### src/rtl/mux_nx1_seq.sv
// mux_nx1_seq: registered NCH-to-1 channel mux with manual select or round-robin scan.
module mux_nx1_seq #(
    parameter int NCH = 4,
    parameter int W = 1,
    parameter int DWELL = 4,
    localparam int SW = $clog2(NCH)
) (
    input  logic            clk,
    input  logic            rst,
    input  logic [NCH*W-1:0] din,
    input  logic [SW-1:0]   sel_in,
    input  logic            sel_load,
    input  logic            mode,
    input  logic            hold,
    output logic [W-1:0]    dout,
    output logic [SW-1:0]   cur_sel,
    output logic            switch_pulse,
    output logic            dout_valid
);
    logic [SW-1:0] sel_q, sel_d, sel_nxt;
    logic [7:0]    dwell_q, dwell_d;
    logic [W-1:0]  dout_q, dout_d;
    logic          pulse_q, pulse_d, valid_q, valid_d;
    logic          load_ok, expire;

    always_comb begin
        load_ok = sel_load && (32'(sel_in) < NCH);
        expire  = dwell_q == 8'(DWELL - 1);
        // wrap explicitly so non-power-of-2 NCH never reaches an unused index
        sel_nxt = (sel_q == SW'(NCH - 1)) ? '0 : sel_q + 1'b1;
        sel_d   = hold ? sel_q : load_ok ? sel_in : (mode && expire) ? sel_nxt : sel_q;
        dwell_d = hold ? dwell_q : (load_ok || !mode || expire) ? 8'd0 : dwell_q + 8'd1;
        dout_d  = hold ? dout_q : din[32'(sel_q)*W +: W];
        valid_d = hold ? valid_q : 1'b1;
        pulse_d = sel_d != sel_q;
    end

    always_ff @(posedge clk or posedge rst) begin
        if (rst) begin
            sel_q   <= '0;
            dwell_q <= '0;
            dout_q  <= '0;
            pulse_q <= 1'b0;
            valid_q <= 1'b0;
        end else begin
            sel_q   <= sel_d;
            dwell_q <= dwell_d;
            dout_q  <= dout_d;
            pulse_q <= pulse_d;
            valid_q <= valid_d;
        end
    end

    assign dout         = dout_q;
    assign cur_sel      = sel_q;
    assign switch_pulse = pulse_q;
    assign dout_valid   = valid_q;
endmodule

### config.mk
export PLATFORM = sky130hd
export DESIGN_NAME = mux_nx1_seq
export DESIGN_NICKNAME = d
export VERILOG_FILES = /design/src/rtl/mux_nx1_seq.sv
export SDC_FILE = /design/constraint.sdc
export NUM_CORES = 1
export LEC_CHECK = 0
export CORE_MARGIN = 2
export CORE_UTILIZATION = 40
export CTS_CLUSTER_DIAMETER = 50
export DETAILED_ROUTE_END_ITERATION = 7
export PLACE_DENSITY = 0.74
export SYNTH_ARGS = -nofsm -noshare
export SYNTH_HDL_FRONTEND = slang
export SYNTH_SLANG_ARGS = --single-unit
### constraint.sdc
create_clock -name clk -period 1.6 [get_ports clk]
set_input_delay 0.16 -clock clk [delete_from_list [all_inputs] [get_ports clk]]
set_output_delay 0.16 -clock clk [all_outputs]
set_load 0.005 [all_outputs]
==> results.cfg <==
[yosys]
synth_warnings = 0
syn-mean-instance-area_um2 = 10.17
async_reset_ff_share_pct = 100.0
synth_top_area_share_pct = 45.69
synth_flop_cell = sky130_fd_sc_hd__dfrtp_1
post_synth_num_cell_types = 26
yosys.area.top_type = sky130_fd_sc_hd__dfrtp_1
synth_sequential_area_ratio_pct = 45.69
synth.cell_area_um2 = 711.9
synthesis.nets = 83
netlist_top_cells_area = sky130_fd_sc_hd__dfrtp_1 46%, sky130_fd_sc_hd__xor2_1 7.4%, sky130_fd_sc_hd__nand3_1 4.2%, sky130_fd_sc_hd__nor2_1 3.7%, sky130_fd_sc_hd__ha_1 3.5%
synth_edf_count = 0
ys_seq_elements = 13
post_syn_instances = 70

[power_and_ir_drop]
net-switching-power_mw = 0.1769
ir_drop_v = 0.0003752
p_leak_nw = 0.4172
power.share.clock_pct = 27.8
post-layout-total-power_mw = 0.7107
pwr_density_cell_nw_per_um2 = 742.5
comb_power_share_pct = 20.6
seq_power_share_pct = 51.6
p_int_mw = 0.5338
sw_frac_of_total_pct = 24.89

[critical_path]
timing.rr.start = dwell_q[0]
reg2reg_setup_slack_ps = 100
endpoint_required_time_on_the_critical_path_ps = 1790
timing.reg2reg.worst_path_depth = 5
startpoint_type = register
critPathArrivalTime_ps = 1690
timing.setup.critical_path_class = register to register
reg2reg_to = cur_sel[0]
crit_path_start = dwell_q[0]
crit_fanout = 4
end_kind = register

[place]
dpl_cell_area_um2 = 923.4
dpl.hpwl_um = 1057
gp_congestion = 0.8159
detailedPlace.worstSlack_ps = 83.13
buffer_ports.inserted = 15

[drt]
drtPass1Iterations = 3
drcViolationCount = 0
drtIter0Drc = 19
detail_route.wirelength_um = 1400
routed_via_density = 4.797
ant_nets = 0
post_drt_wl_per_cell_um = 11.86
via_count = 566

[floorplanning]
die_w_um = 46.19
die-area_um2 = 2134
io_pins = 16
core.rowCount = 15
initial_core_utilization_pct = 41.68
placeableCoreArea_um2 = 1708
die_y_um = 46.19

[clock_network]
clk_path_buf_depth = 2
h-tree-depth = 1
cts_tree = yes
tritoncts.num_buffers = 3
clkSinkCount = 13
clk-insertion-delay-late_ps = 260
post_cts.resized_instances = 0
cts.root.buffer_cell = sky130_fd_sc_hd__clkbuf_4
cts.clk_slew.worst_paths_ps = 80

[timing]
grt_setup_unrepaired = yes
worst_slack_ps = 97.07
final-hold-violation-count = 0
max_slew_headroom_pct = 67.18
final_setup_vio_count = 0
hold-worst-slack_ps = 212.6
clock.fmax_ghz = 0.6654
tns_setup_ps = 0
fin_crit_sh_pct = 93.93
final_max_slew_viol_count = 0
fin_worst_skew_ps = 1.298
final_period_minus_worst_setup_slack_ps = 1503
max_slew.worst_pin.slew_ps = 491.8

[grt]
global_route_wire_length_before_repair_um = 2201
largest_net_degree_at_the_start_of_global_routing = 14
grt_overflow_total = 0
global_route.usage.total_pct = 14.39
grt_pass1_vias = 533
antenna_found_initial = 0

[final_layout]
design_area_um2 = 957.2
final_nets = 107
flow.area_growth_from_synthesis_pct = 34.45
most_used_cells_in_the_layout_excluding_fill_and_tap_cells = 15 x sky130_fd_sc_hd__clkdlybuf4s50_1, 13 x sky130_fd_sc_hd__dfrtp_1, 7 x sky130_fd_sc_hd__nor2_1
insertedDiodeCount = 0
layout.cells.most_common = sky130_fd_sc_hd__clkdlybuf4s50_1
fill_cells = 160
layout-drive-gt1-share_pct = 13.98

[outcome]
outcome = finished clean

[flow_run]
maxCapViolCount = 0

[worst_hold_path]
timing.hold.worst.class = primary input to async pin
==> layer usage <==
metal / GRT usage, % / vias up / wire length, um
met2: 21.39 / 11 / 636
met5: 0 / - / 0
li1: - / 291 / -
met1: 19.33 / 264 / 702
met4: 6.286 / 0 / 0
met3: 3.922 / 0 / 61
==> cell families (layout without fill, tap and decap cells) <==
| group | count (synthesis) | after routing | synth area share (%) |
|---|---|---|---|
| buffers and inverters | 7 | 30 | 3.691 |
| adder cells (fa/ha/maj) | 2 | 2 | 3.514 |
| XOR/XNOR | 6 | 6 | 7.381 |
| flip-flops | 13 | 13 | 45.69 |
| multiplexers | 3 | 3 | 6.151 |
| AO/OA/AOI/OAI | 13 | 13 | 11.95 |
| AND/OR/NAND/NOR | 26 | 26 | 21.62 |
==> worst max path at each step <==
stage                       endpoint  slack [ps]  cells past startpoint
final                     cur_sel[0]         100                      5
after global routing      cur_sel[0]          -6                      5
after CTS                 cur_sel[0]          60                      5
after detailed placement  cur_sel[0]          80                      5
after global placement    cur_sel[0]         130                      5
after floorplan           cur_sel[1]         130                      5
==> repair_timing <==
item,in CTS,in global routing
buffers inserted,0,1
setup endpoints to repair,0,3
hold buffers,0,0
==> area by class of cell <==
type | count | area (um^2) | area share [%]
clock buffer | 4 | 26.28 | 2.745
inverter | 5 | 18.77 | 1.961
multi-input combinational | 50 | 360.3 | 37.65
sequential | 13 | 325.3 | 33.99
tap | 25 | 31.28 | 3.268
timing repair buffer | 21 | 195.2 | 20.39
==> synthesized netlist by cell type (all sizes together), types with 2 or more instances <==
cell type	number
ha	2
nand2b	4
clkbuf	2
nand2	3
o21ai	5
nor2	7
inv	5
dfrtp	13
xor2	6
nand3	7
a21oi	2
==> state kept, by name, indices dropped and copies added, names as in the netlist <==
name          flops
dout              1
dwell_q           8
dout_valid        1
cur_sel           2
switch_pulse      1
==> worst max-delay path: stages (launching register included) <==
cell and delay [ps]:
sky130_fd_sc_hd__dfrtp_1 400, sky130_fd_sc_hd__ha_1 180, sky130_fd_sc_hd__nor4b_4 230, sky130_fd_sc_hd__nand3_2 130, sky130_fd_sc_hd__o41a_1 340, sky130_fd_sc_hd__o22ai_1 150
==> power by group through the flow <==
stage | Combinational (mW) | Clock, mW | Sequential (mW)
after floorplan | 0.0658 | 0 | 0.371
after global placement | 0.143 | 0 | 0.372
after detailed placement | 0.143 | 0 | 0.373
after CTS | 0.144 | 0.208 | 0.367
after global routing | 0.162 | 0.227 | 0.369
final | 0.147 | 0.198 | 0.366
==> per-stage QoR <==
stage | utilization, % | std cells
6_report | 56.04 | 118
5_1_grt | 56.04 | 118
4_1_cts | 55.60 | 117
3_5_place_dp | 54.07 | 113
3_3_place_gp | 54.07 | 113
2_1_floorplan | - | 70
No activity file was read; power rests on OpenSTA's default activity.
